[config.mk]
export PLATFORM = sky130hd
export DESIGN_NAME = keyed_propagation_lock
export DESIGN_NICKNAME = d
export VERILOG_FILES = /design/src/rtl/keyed_lock_pkg.sv /design/src/rtl/key_loader.sv /design/src/rtl/keyed_propagation_lock.sv
export SDC_FILE = /design/constraint.sdc
export NUM_CORES = 1
export LEC_CHECK = 0
export ABC_CLOCK_PERIOD_IN_PS = 1990
export BUFFER_PORTS_ARGS = -buffer_cell sky130_fd_sc_hd__buf_2
export CORE_MARGIN = 2
export CORE_UTILIZATION = 57
export DETAILED_ROUTE_END_ITERATION = 10
export GPL_TIMING_DRIVEN = 0
export PLACE_DENSITY = 0.82
export SYNTH_ARGS = -nofsm -noshare
export SYNTH_HDL_FRONTEND = slang
export SYNTH_SLANG_ARGS = --single-unit
[constraint.sdc]
create_clock -name clk -period 1.99 [get_ports clk]
set_input_delay 0.2985 -clock clk [delete_from_list [all_inputs] [get_ports clk]]
set_output_delay 0.2985 -clock clk [all_outputs]
set_load 0.01 [all_outputs]
[src/rtl/keyed_lock_pkg.sv]
// ---------------------------------------------------------------------------
// keyed_lock_pkg
//   Shared types and helpers for the keyed propagation lock.
//
//   Contents:
//     lock_state_t : key loader FSM state encoding
//     MAX_KEY_W    : widest key the slice helper can handle
//     key_slice()  : extracts slice idx (width bits) from a key vector
//
//   Configuration macro: KEY_PARITY_EN adds the PARITY and ERR states.
// ---------------------------------------------------------------------------
package keyed_lock_pkg;

    // key_slice() works on a fixed-width container, so WIDTH must stay
    // below MAX_KEY_W / 3.
    localparam int MAX_KEY_W = 64;

    typedef enum logic [1:0] {
        LOAD   = 2'd0,
        ARMED  = 2'd1
`ifdef KEY_PARITY_EN
        ,
        PARITY = 2'd2,
        ERR    = 2'd3
`endif
    } lock_state_t;

    // Returns key[idx*width +: width], zero-extended to MAX_KEY_W bits.
    function automatic logic [MAX_KEY_W-1:0] key_slice(
        input logic [MAX_KEY_W-1:0] key,
        input int                   idx,
        input int                   width
    );
        logic [MAX_KEY_W-1:0] mask;
        mask = (MAX_KEY_W'(1) << width) - MAX_KEY_W'(1);
        return (key >> (idx * width)) & mask;
    endfunction

endpackage

[src/rtl/key_loader.sv]
// ---------------------------------------------------------------------------
// key_loader
//   Serial key receiver and lock FSM. Bits arrive LSB first over a
//   valid/ready handshake; once KEY_W bits are in (and, with
//   KEY_PARITY_EN, a matching parity bit) the lock is ARMED and the
//   stored key is presented as the effective key. In every other state
//   the effective key is all zeros.
//
//   Ports:
//     clk, rst          : clock, synchronous active-high reset
//     i_key_valid       : serial key bit offered
//     i_key_bit         : serial key bit value
//     o_key_ready       : loader accepts a key bit (LOAD / PARITY)
//     i_key_reload      : discard key and restart loading
//     o_key_done        : lock is ARMED
//     o_key_err         : parity failure (ERR); constant 0 without macro
//     o_eff_key[KEY_W]  : effective key fed to the datapath
//
//   Configuration macro: KEY_PARITY_EN enables the parity bit check.
// ---------------------------------------------------------------------------
module key_loader
    import keyed_lock_pkg::*;
#(
    parameter int WIDTH = 4,
    localparam int KEY_W = 3 * WIDTH,
    localparam int CNT_W = $clog2(KEY_W + 1)
) (
    input  logic             clk,
    input  logic             rst,
    input  logic             i_key_valid,
    input  logic             i_key_bit,
    output logic             o_key_ready,
    input  logic             i_key_reload,
    output logic             o_key_done,
    output logic             o_key_err,
    output logic [KEY_W-1:0] o_eff_key
);

    lock_state_t      r_state;
    lock_state_t      w_state_next;
    logic [KEY_W-1:0] r_key;
    logic [KEY_W-1:0] w_key_next;
    logic [CNT_W-1:0] r_cnt;
    logic [CNT_W-1:0] w_cnt_next;

    // NOTE: sequential state uses non-blocking assignments so every register
    // samples the pre-edge values of the others.
    always_ff @(posedge clk) begin
        if (rst) begin
            // NOTE: the key register is reset explicitly because a reset
            // mid-load must discard partial keys; it is not a memory array.
            r_state <= LOAD;
            r_key   <= '0;
            r_cnt   <= '0;
        end else begin
            r_state <= w_state_next;
            r_key   <= w_key_next;
            r_cnt   <= w_cnt_next;
        end
    end

    always_comb begin
        // NOTE: every output of this block gets a default first so no path
        // leaves a signal unassigned and no latch is inferred.
        w_state_next = r_state;
        w_key_next   = r_key;
        w_cnt_next   = r_cnt;
        o_key_ready  = 1'b0;
        o_key_done   = 1'b0;
        o_key_err    = 1'b0;

        case (r_state)
            LOAD: begin
                o_key_ready = 1'b1;
                if (i_key_valid) begin
                    w_key_next[r_cnt] = i_key_bit;
                    w_cnt_next        = r_cnt + CNT_W'(1);
                    if (r_cnt == CNT_W'(KEY_W - 1)) begin
`ifdef KEY_PARITY_EN
                        w_state_next = PARITY;
`else
                        w_state_next = ARMED;
`endif
                    end
                end
            end
`ifdef KEY_PARITY_EN
            PARITY: begin
                o_key_ready = 1'b1;
                if (i_key_valid) begin
                    if (i_key_bit == ^r_key) begin
                        w_state_next = ARMED;
                    end else begin
                        w_key_next   = '0;
                        w_state_next = ERR;
                    end
                end
            end
            ERR: begin
                o_key_err = 1'b1;
            end
`endif
            ARMED: begin
                o_key_done = 1'b1;
            end
            default: begin
                w_state_next = LOAD;
            end
        endcase

        // Reload overrides whatever the state decided, including a key bit
        // offered in the same cycle.
        if (i_key_reload) begin
            w_key_next   = '0;
            w_cnt_next   = '0;
            w_state_next = LOAD;
        end
    end

    assign o_eff_key = (r_state == ARMED) ? r_key : '0;

endmodule

[src/rtl/keyed_propagation_lock.sv]
// ---------------------------------------------------------------------------
// keyed_propagation_lock
//   Two-stage bitwise datapath gated by a serially loaded key. Without a
//   valid key (not ARMED) the effective key is zero and both results are 0.
//     w2   = ~in2 ^ k1
//     out1 = (in1 & w2) & k0
//     out2 = (w2 & in3) & k2
//   Latency 2 cycles, throughput 1 per cycle, no backpressure.
//
//   Ports:
//     clk, rst                 : clock, synchronous active-high reset
//     key_valid, key_bit       : serial key input (LSB first)
//     key_ready                : key bit accepted when key_valid & key_ready
//     key_reload               : discard key and restart loading
//     key_done                 : lock ARMED
//     key_err                  : parity failure (0 without KEY_PARITY_EN)
//     in_valid, in1, in2, in3  : data operands
//     out_valid, out1, out2    : locked results
//
//   Configuration macro: KEY_PARITY_EN (parity bit after the key).
// ---------------------------------------------------------------------------
module keyed_propagation_lock
    import keyed_lock_pkg::*;
#(
    parameter int WIDTH = 4,
    localparam int KEY_W = 3 * WIDTH,
    localparam int CNT_W = $clog2(KEY_W + 1)
) (
    input  logic             clk,
    input  logic             rst,
    input  logic             key_valid,
    input  logic             key_bit,
    output logic             key_ready,
    input  logic             key_reload,
    output logic             key_done,
    output logic             key_err,
    input  logic             in_valid,
    input  logic [WIDTH-1:0] in1,
    input  logic [WIDTH-1:0] in2,
    input  logic [WIDTH-1:0] in3,
    output logic             out_valid,
    output logic [WIDTH-1:0] out1,
    output logic [WIDTH-1:0] out2
);

    logic [KEY_W-1:0] w_eff_key;
    logic [WIDTH-1:0] w_k0, w_k1, w_k2;
    logic [WIDTH-1:0] w_w2, w_out1, w_out2;

    logic             r_s1_valid;
    logic [WIDTH-1:0] r_in1, r_in2, r_in3;
    logic             r_out_valid;
    logic [WIDTH-1:0] r_out1, r_out2;

    key_loader #(.WIDTH(WIDTH)) u_loader (
        .clk          (clk),
        .rst          (rst),
        .i_key_valid  (key_valid),
        .i_key_bit    (key_bit),
        .o_key_ready  (key_ready),
        .i_key_reload (key_reload),
        .o_key_done   (key_done),
        .o_key_err    (key_err),
        .o_eff_key    (w_eff_key)
    );

    assign w_k0 = WIDTH'(key_slice(MAX_KEY_W'(w_eff_key), 0, WIDTH));
    assign w_k1 = WIDTH'(key_slice(MAX_KEY_W'(w_eff_key), 1, WIDTH));
    assign w_k2 = WIDTH'(key_slice(MAX_KEY_W'(w_eff_key), 2, WIDTH));

    // Stage 2 uses the key of the cycle it computes in, so a sample in
    // flight when the lock leaves ARMED is processed with the zero key.
    assign w_w2   = ~r_in2 ^ w_k1;
    assign w_out1 = (r_in1 & w_w2) & w_k0;
    assign w_out2 = (w_w2 & r_in3) & w_k2;

    // Stage 1: capture operands every cycle.
    always_ff @(posedge clk) begin
        if (rst) begin
            r_s1_valid <= 1'b0;
            r_in1      <= '0;
            r_in2      <= '0;
            r_in3      <= '0;
        end else begin
            r_s1_valid <= in_valid;
            r_in1      <= in1;
            r_in2      <= in2;
            r_in3      <= in3;
        end
    end

    // Stage 2: results only update on valid samples; otherwise they hold.
    always_ff @(posedge clk) begin
        if (rst) begin
            r_out_valid <= 1'b0;
            r_out1      <= '0;
            r_out2      <= '0;
        end else begin
            r_out_valid <= r_s1_valid;
            if (r_s1_valid) begin
                r_out1 <= w_out1;
                r_out2 <= w_out2;
            end
        end
    end

    assign out_valid = r_out_valid;
    assign out1      = r_out1;
    assign out2      = r_out2;

endmodule

; ---- Yosys cells after proc, flatten, opt, wreduce, memory -nomap -nowiden
; Cells that the tools add are included.
[totals]
reg_bits = 40
wordCells = 38
out_inout_bits = 12
[op_classes]
reduce_logical = 5
add_sub_neg = 1
n_mux = 9
n_bitwise = 7
eq_ne = 4
n_lt_le_gt_ge = 2
[ops]
columns = op, n
row1 = 4-bit bitwise AND, 4
row2 = 12-bit bitwise mux, 1
row3 = 12-bit two-way mux, 1
row4 = 4-bit by 5-bit < comparator with 1-bit output (second input constant), 1
row5 = 4-bit by 1-bit adder with 4-bit output (second input constant), 1
row6 = 1-bit demux with 4-bit select, 1
row7 = 4-bit == test (second input constant), 1
row8 = 4-bit by 1-bit greater-or-equal comparator with 1-bit output (second input constant), 1
row9 = 2-bit two-way mux, 2
row10 = 4-bit NOT, 1
row11 = 2-bit case mux with 2 select lines, 1
row12 = 4-bit bitwise XOR, 1
row13 = 1-bit two-way mux, 3
row14 = 3-bit AND reduction, 1
row15 = 2-bit by 1-bit == test with 1-bit output (second input constant), 1
row16 = 2-bit logical NOT, 1
row17 = 2-bit by 1-bit inequality test with 1-bit output (second input constant), 1
row18 = 2-bit inequality test (second input constant), 1
row19 = 2-bit AND reduction, 1
row20 = 2-bit OR reduction, 1
row21 = 1-bit logical AND, 1
row22 = 1-bit NOT, 1

; ---- Longest topological paths before layout
; Gate-level depths: netlist (run 1).
[logic_depth]
ltp_word = 5
mapped_depth = 4
ltp_nobuf = 4

; ---- Hierarchy
; Synthesis (run 1) repeated with hierarchy kept, for this count alone.
[unflattened]
hier_cells = 157
area_unflattened_um2 = 1599.0
[by_module_without_submodules]
columns = module, area_per_inst_um2, seq_area_each_um2, instances, cells_each
row1 = key_loader, 882.1, 340.3, 1, 98
row2 = keyed_propagation_lock, 716.9, 440.4, 1, 59

; ---- Least setup slack after synthesis (run 1)
; No wires, ideal clock.
[synth_path]
path_type = register to register
startpoint = reg u_loader.r_cnt[0]
endpoint = reg u_loader.r_key[3]
path_stages_with_launch = 5
arrival_ps = 997
setup_ps = 131
path_slack_ps = 862
cell_sequence = dfxtp_1 > ha_1 > nand3b_1 > o311ai_1 > o41ai_1
[synth_between]
elab_chain_len = 5
elab_cells_between_ends = 6
classes_between = 2 x order compare / 3 x mux / 1 x reduce/logical
[synth_lines]
columns = element, line_no
row1 = from (decl), key_loader.sv:43  ; logic [CNT_W-1:0] r_cnt;
row2 = from (signal assigned), key_loader.sv:58  ; r_cnt <= w_cnt_next;
row3 = 4-bit by 5-bit < comparator with 1-bit output (not written as such) or 4-bit by 1-bit greater-or-equal comparator with 1-bit output (tied branches), key_loader.sv:76  ; w_key_next[r_cnt] = i_key_bit;
row4 = 1-bit logical AND (not written as such), key_loader.sv:76
row5 = 1-bit two-way mux (not written as such), key_loader.sv:76
row6 = 1-bit demux with 4-bit select *, -
row7 = 12-bit bitwise mux *, key_loader.sv:76
row8 = to (signal assigned), key_loader.sv:57  ; r_key <= w_key_next;
row9 = to (decl), key_loader.sv:41  ; logic [KEY_W-1:0] r_key;
; Mark *: on every way between the ends. The rest lies on a longest branch, timed or not.
; A chain may end at the register's enable or synchronous reset.

; ---- Final worst setup path (run 1)
; Same ends and word-level chain as after synthesis.

==> metrics.md, run 1 <==
| Metric | Value |
|---|---|
| First-pass GRT wire length | `5181 µm` |
| Initial core utilization | `60.45%` |
| Yosys warns | `0` |
| CTS tree | `yes` |
| Final GP Congestion | `0.7783` |
| CP Class | `reg -> reg` |
| Vias | `1,166` |
| Combinational share of power | `4.8%` |
| Sw Ratio | `19.38%` |
| I/O pin cnt | `30` |
| Synthesized area per cell | `9.725 µm²` |
| Number of gates resized after cts | `0` |
| # fillers | `202` |
| Die X | `55.26 µm` |
| Post-synthesis async set-or-reset flop share | `0%` |
| Synth top area cells | `dfxtp_1, mux2i_1, nor2b_1, nand2_1, nand2b_1` |
| Setup TNS Final | `0 ps` |
| Register area share after synthesis | `52.13%` |
| Share of cells above drive strength 1 | `22.11%` |
| Antenna violations before repair | `0` |
| Tot GR Track Use | `21.39%` |
| CTS buffer count | `5` |
| F_max | `751.5 MHz` |
| DRT antenna net count | `0` |
| Synth Cell Area | `1498 µm²` |
| Pre-Repair DR Iteration Count | `4` |
| Setup violators final | `0` |
| Multi-input logic area | `668.1 µm²` |
| Crit Path Max Fanout | `5` |
| Clock sinks | `39` |
| Fin crit share | `66.87%` |
| Pwr/cell area | `855.3 nW/µm²` |
| H-tree Lvls | `2` |
| Largest net degree at the start of global routing | `13` |
| Row Count | `18` |
| Clock Latency Late Sink | `350 ps` |
| Sequential cell area | `780.7 µm²` |
| Slew Limit Fails | `0` |
| Share of the synthesized area in the top cell type | `52.13%` |
| Area Growth Syn to Fin | `18.63%` |
| Area leader, netlist | `dfxtp_1` |
| Max IR drop VDD | `836.5 µV` |
| Residual DRC | `0` |
| Lkg Pwr | `0.0007630 µW` |
| Unrepaired setup endpoints after global routing | `no` |
| # port buffers | `28` |
| Seq cells post-synth | `39` |
| DIE AREA | `3054 µm²` |
| Core area | `2477 µm²` |
| Power, Total | `1520 µW` |
| Worst-path clk slew | `120 ps` |
| Tmin final | `1331 ps` |
| Final #Nets | `211` |
| MaxCap Viol Count | `0` |
| CTS max path bufs | `2` |
| Hold/Removal Path Class | `in -> reg` |
| Reg power frac | `53.1%` |
| Int Pwr | `1225 µW` |
| Post-CTS Setup Inserts | `0` |
| Final WS setup | `659.3 ps` |
| Post-synth EDFFs | `0` |
| Final hold violations | `0` |
| Clock share of power | `42.1%` |
| Synth unique cells | `27` |
| Syn Inst Count | `154` |
| Sw power | `294.4 µW` |
| Vias per cell | `5.300` |
| Clk root buf | `clkbuf_4` |
| Initial drt markers | `15` |
| CTS Hold Buffers Added | `0` |
| Die Ht | `55.26 µm` |
| CP Capture Type | `register` |
| Antenna diodes | `0` |
| Fin Clk Skew | `16.74 ps` |
| Syn_nets | `176` |
| Status | `complete, no violations` |
| GRT overflow | `0` |
| Startpoint Class | `register` |
| Most used DFF post-synth | `dfxtp_1` |
| Routed wire length | `2918 µm` |
| Wire per inst | `13.26 µm` |
| Dpl hpwl | `2128 µm` |
| Pre-CTS setup slack | `726.7 ps` |
| Vias in the first global route | `1,164` |
| CP arrival | `1540 ps` |
| CP Data Required Time | `2200 ps` |
kinds of logic (layout without fill, tap and decap cells):
kind of cell	count (synthesis)	after routing	share of synthesized area, %
AOI/OAI and AO/OA	15	15	5.681
other	1	1	0.2504
xor gates and xnor gates	5	5	2.924
buffers and inverters	10	46	3.258
adders and majority gates	4	4	3.342
DFF	39	39	52.13
muxes	11	11	7.352
and+or+nand+nor	69	69	25.06
power groups by stage:
stage               registers (µW)  logic (µW)  clock network [µW]
finish                         806        73.6                 640
global route                   809        82.8                 683
CTS                            806        73.6                 650
global placement               823        70.1                   0
floorplan                      822        45.0                   0
detailed placement             824        72.7                   0
cell type report:
cell class                      instances  area share [%]
Sequential cell                        39           43.94
Multi-Input combinational cell        105           37.61
Buffer                                  7           2.113
Tap cell                               30           2.113
Inverter                                3          0.6338
Timing Repair Buffer                   28           7.887
Clock inverter                          2           3.380
Clock buffer                            6           2.324
worst max-delay path, stage by stage, from the launching register on:
cell,delay (ps)
dfxtp_1,430
ha_1,200
nand3b_1,170
o311ai_1,290
o41ai_1,120
flip-flops by register name, summed over array words and instances (netlist names), 4 cells and up:
| register | cells |
|---|---|
| out1 | 4 |
| out2 | 4 |
| r_in1 | 4 |
| r_in2 | 4 |
| r_in3 | 4 |
| u_loader.r_cnt | 4 |
| u_loader.r_key | 12 |
worst paths after layout:
path / to / cells after the start / from / slack [ps]
worst max-delay path: u_loader.r_key[3]$_SDFFE_PP0P_ / 4 / u_loader.r_cnt[0]$_SDFFE_PP0P_ / 660
worst min-delay path: r_in3[1]$_SDFF_PP0_ / 2 / in3[1] / 150
worst max register to register: u_loader.r_key[3]$_SDFFE_PP0P_ / 4 / u_loader.r_cnt[0]$_SDFFE_PP0P_ / 660
worst min register to register: out2[3]$_SDFFE_PP0P_ / 2 / r_in3[3]$_SDFF_PP0_ / 470
cells in the mapped netlist (all sizes together) (4+ instances only):
cell type and number:
dfxtp 39, nor2b 17, nand2 16, a21oi 11, mux2i 11, nand3 11
nand2b 9, nand4 8, buf 5, ha 4, xnor2 4
layout by cell type, fill, tap and decap left out:
cell,instances
nor2_1,2
clkbuf_4,5
nor2_2,1
o311ai_1,1
nand3_1,11
or2_2,1
dfxtp_1,39
and2_1,1
mux2i_1,11
conb_1,1
nand4_1,8
bufinv_16,2
nand3b_1,1
buf_4,2
o21ai_0,1
ha_1,4
a21oi_1,11
o21a_1,1
xnor2_1,4
nand2b_1,9
nor2b_1,17
xor2_1,1
o41ai_1,1
clkbuf_1,3
or3_1,1
nand2_1,16
inv_1,3
buf_2,31
and2b_1,1
layer usage:
layer | global-route usage, % | share of wire, % | vias to the layer above
met3 | 7.026 | 5.2 | 6
li1 | - | - | 582
met5 | 0 | 0 | -
met1 | 25.98 | 44 | 548
met2 | 36.05 | 49 | 30
met4 | 6.272 | 1.5 | 0
stage by stage:
step           utilization (%)  hold WS, ps  cell area [µm²]  cells
2_1_floorplan                -        370.1             1498    154
3_3_place_gp             67.63        454.4             1675    212
3_5_place_dp             67.63        463.0             1675    212
4_1_cts                  71.72        145.5             1777    220
5_1_grt                  71.72        148.9             1777    220
6_report                 71.72        151.3             1777    220
(Power assumes the default switching activity.)
==> run 2: changes to the inputs <==
--- a/config.mk
+++ b/config.mk
@@ -5,13 +5,13 @@
 export SDC_FILE = /design/constraint.sdc
 export NUM_CORES = 1
 export LEC_CHECK = 0
-export ABC_CLOCK_PERIOD_IN_PS = 1990
+export ABC_CLOCK_PERIOD_IN_PS = 1100
 export BUFFER_PORTS_ARGS = -buffer_cell sky130_fd_sc_hd__buf_2
 export CORE_MARGIN = 2
-export CORE_UTILIZATION = 57
+export CORE_UTILIZATION = 48
 export DETAILED_ROUTE_END_ITERATION = 10
 export GPL_TIMING_DRIVEN = 0
-export PLACE_DENSITY = 0.82
+export PLACE_DENSITY = 0.74
 export SYNTH_ARGS = -nofsm -noshare
 export SYNTH_HDL_FRONTEND = slang
 export SYNTH_SLANG_ARGS = --single-unit
==> constraint.sdc (replaced) <==
create_clock -name clk -period 1.1 [get_ports clk]
set_input_delay 0.165 -clock clk [delete_from_list [all_inputs] [get_ports clk]]
set_output_delay 0.165 -clock clk [all_outputs]
set_load 0.01 [all_outputs]
==> metrics.md, run 2 (synthesized netlist as in run 1, its figures left out) <==
| Metric | Value |
|---|---|
| Antenna diodes | `0 (unchanged)` |
| Initial core utilization | `49.87% (was 60.45%)` |
| H-tree Lvls | `2 (unchanged)` |
| CP Capture Type | `register (unchanged)` |
| DIE AREA | `3583 µm² (was 3054 µm²)` |
| MaxCap Viol Count | `0 (unchanged)` |
| Vias in the first global route | `1,055 (was 1,164)` |
| Row Count | `20 (was 18)` |
| CTS max path bufs | `2 (unchanged)` |
| Dpl hpwl | `2039 µm (was 2128 µm)` |
| Startpoint Class | `register (unchanged)` |
| Tmin final | `1157 ps (was 1331 ps)` |
| CTS buffer count | `5 (unchanged)` |
| Crit Path Max Fanout | `4 (was 5)` |
| Most frequent cells in the layout | `dfxtp_1, buf_2, nor2b_1, nand2_1 (was dfxtp_1, buf_2, nor2b_1)` |
| Commonest non-fill, non-tap cell in the layout | `dfxtp_1 (unchanged)` |
| Multi-input logic area | `708.2 µm² (was 668.1 µm²)` |
| GR Util met1 | `21.45% (was 25.98%)` |
| I/O pin cnt | `30 (unchanged)` |
| Post-route cell area | `1868 µm² (was 1777 µm²)` |
| # fillers | `265 (was 202)` |
| Initial drt markers | `29 (was 15)` |
| Grt met2 use | `27.48% (was 36.05%)` |
| GRT overflow | `0 (unchanged)` |
| Status | `complete, but fails checks (was complete, no violations)` |
| Sequential cell area | `795.8 µm² (was 780.7 µm²)` |
| Die Ht | `59.86 µm (was 55.26 µm)` |
| Slew Limit Fails | `0 (unchanged)` |
| # port buffers | `28 (unchanged)` |
| First-pass GRT wire length | `4595 µm (was 5181 µm)` |
| Largest Register | `u_loader.r_key (unchanged)` |
| Lkg Pwr | `0.0007825 µW (was 0.0007630 µW)` |
| Residual DRC | `0 (unchanged)` |
| Vias per cell | `5.084 (was 5.300)` |
| Tot GR Track Use | `17.85% (was 21.39%)` |
| Hold/Removal Path Class | `in -> reg (unchanged)` |
| CP Class | `reg -> reg (unchanged)` |
| Flip-flop count of the largest register after layout | `12 (unchanged)` |
| Die X | `59.86 µm (was 55.26 µm)` |
| Wire per inst | `12.75 µm (was 13.26 µm)` |
| Antenna violations before repair | `0 (unchanged)` |
| Placed inst area | `1680 µm² (was 1675 µm²)` |
| Max IR drop VDD | `995.1 µV (was 836.5 µV)` |
| Final GP Congestion | `0.8451 (was 0.7783)` |
| GR Util met3 | `7.576% (was 7.026%)` |
| Clock Latency Late Sink | `350 ps (about the same)` |
| Pwr/cell area | `1488 nW/µm² (was 855.3 nW/µm²)` |
| Critical path cell sequence | `ha_4 > nand3b_1 > nor2b_1 > mux2i_1 (was ha_1 > nand3b_1 > o311ai_1 > o41ai_1)` |
| Violated checks | `setup timing` |
| Area Growth Syn to Fin | `24.73% (was 18.63%)` |
| Final hold violations | `0 (unchanged)` |
| Routed wire length | `2895 µm (was 2918 µm)` |
| Clk root buf | `clkbuf_4 (unchanged)` |
| Clock sinks | `39 (unchanged)` |
| Share of cells above drive strength 1 | `30.93% (was 22.11%)` |
| Final WS setup | `-57.19 ps (was 659.3 ps)` |
| Vias | `1,154 (was 1,166)` |
| Global route hottest layer | `met2 (unchanged)` |
| CP arrival | `1440 ps (was 1540 ps)` |
| Setup violators final | `10 (was 0)` |
| DRT antenna net count | `0 (unchanged)` |
| Pre-CTS setup slack | `-159.5 ps (was 726.7 ps)` |
| Fin crit share | `105.2% (was 66.87%)` |
| Largest net degree at the start of global routing | `13 (unchanged)` |
| CTS tree | `yes (unchanged)` |
| Fin Clk Skew | `4.335 ps (was 16.74 ps)` |
| Final #Nets | `215 (was 211)` |
| Crit path largest cell delay | `380 ps (was 430 ps)` |
| Core area | `3003 µm² (was 2477 µm²)` |
| CP Data Required Time | `1380 ps (was 2200 ps)` |
| Pre-Repair DR Iteration Count | `4 (unchanged)` |
| Unrepaired setup endpoints after global routing | `yes (was no)` |
| F_max | `864.2 MHz (was 751.5 MHz)` |
| Worst-path clk slew | `110 ps (was 120 ps)` |
| CP max stage cell | `dfxtp_4 (was dfxtp_1)` |
-- run 2: cell count changes in the layout (fill, tap and decap cells not counted), sizes merged --
cell / delta
clkbuf: +1
buf: +3
-- run 2: path summary, 6_finish.rpt --
path	start	to	slack (ps)	cells past startpoint
setup / recovery	u_loader.r_cnt[1]$_SDFFE_PP0P_	u_loader.r_key[11]$_SDFFE_PP0P_	-60	4
hold / removal	in2[3]	r_in2[3]$_SDFF_PP0_	20	2
setup reg to reg	u_loader.r_cnt[1]$_SDFFE_PP0P_	u_loader.r_key[11]$_SDFFE_PP0P_	-60	4
hold reg to reg	r_in1[0]$_SDFF_PP0_	out1[0]$_SDFFE_PP0P_	470	2
-- run 2: layer usage --
metal / vias to the layer above / part of all wire [%]
li1: 601 / -
met1: 526 / 46
met2: 21 / 48
met5: - / 0
met4: 0 / 1.3
met3: 6 / 4.1
-- run 2: worst max-delay path: cells and delay by family, from the launching register on --
family	cells	cell delay, ps
adder cells (fa/ha/maj)	1	130
flip-flops	1	380
multiplexers	1	210
AND/OR/NAND/NOR	2	370
-- run 2: final cells by class --
cell class	count	area share, %
clock inverters	2	3.215
well taps	33	2.210
flip-flops and latches	39	42.60
plain buffers	7	2.143
clock buffers	6	2.210
inverters	3	0.6028
multi-input cells	105	37.91
repair buffers	32	9.109
-- run 2: what timing repair did --
| item | CTS | global route |
|---|---|---|
| hold buffers | 0 | 0 |
| setup endpoints to repair | 22 | 27 |
| buffers inserted | 3 | 1 |
| gates resized for setup | 11 | 8 |
| pin swaps | 3 | 1 |
-- run 2: per-stage QoR --
stage	hold slack [ps]	util, %	TNS [ps]	total power (µW)	cells
final	16.47	62.21	-230.9	2780	227
after global routing	0.2212	62.21	-1183	2899	227
after CTS	1.419	60.96	-204.2	2803	226
after detailed placement	381.9	55.96	-868.9	1624	215
after global placement	372.7	55.96	-576.2	1618	215
after floorplan	236.6	-	-25.13	1568	154
-- run 2: report_power, final --
group          switching (µW)  internal [µW]
clock network             473            709
logic                    74.3           72.4
registers                13.3           1440
total                     561           2220
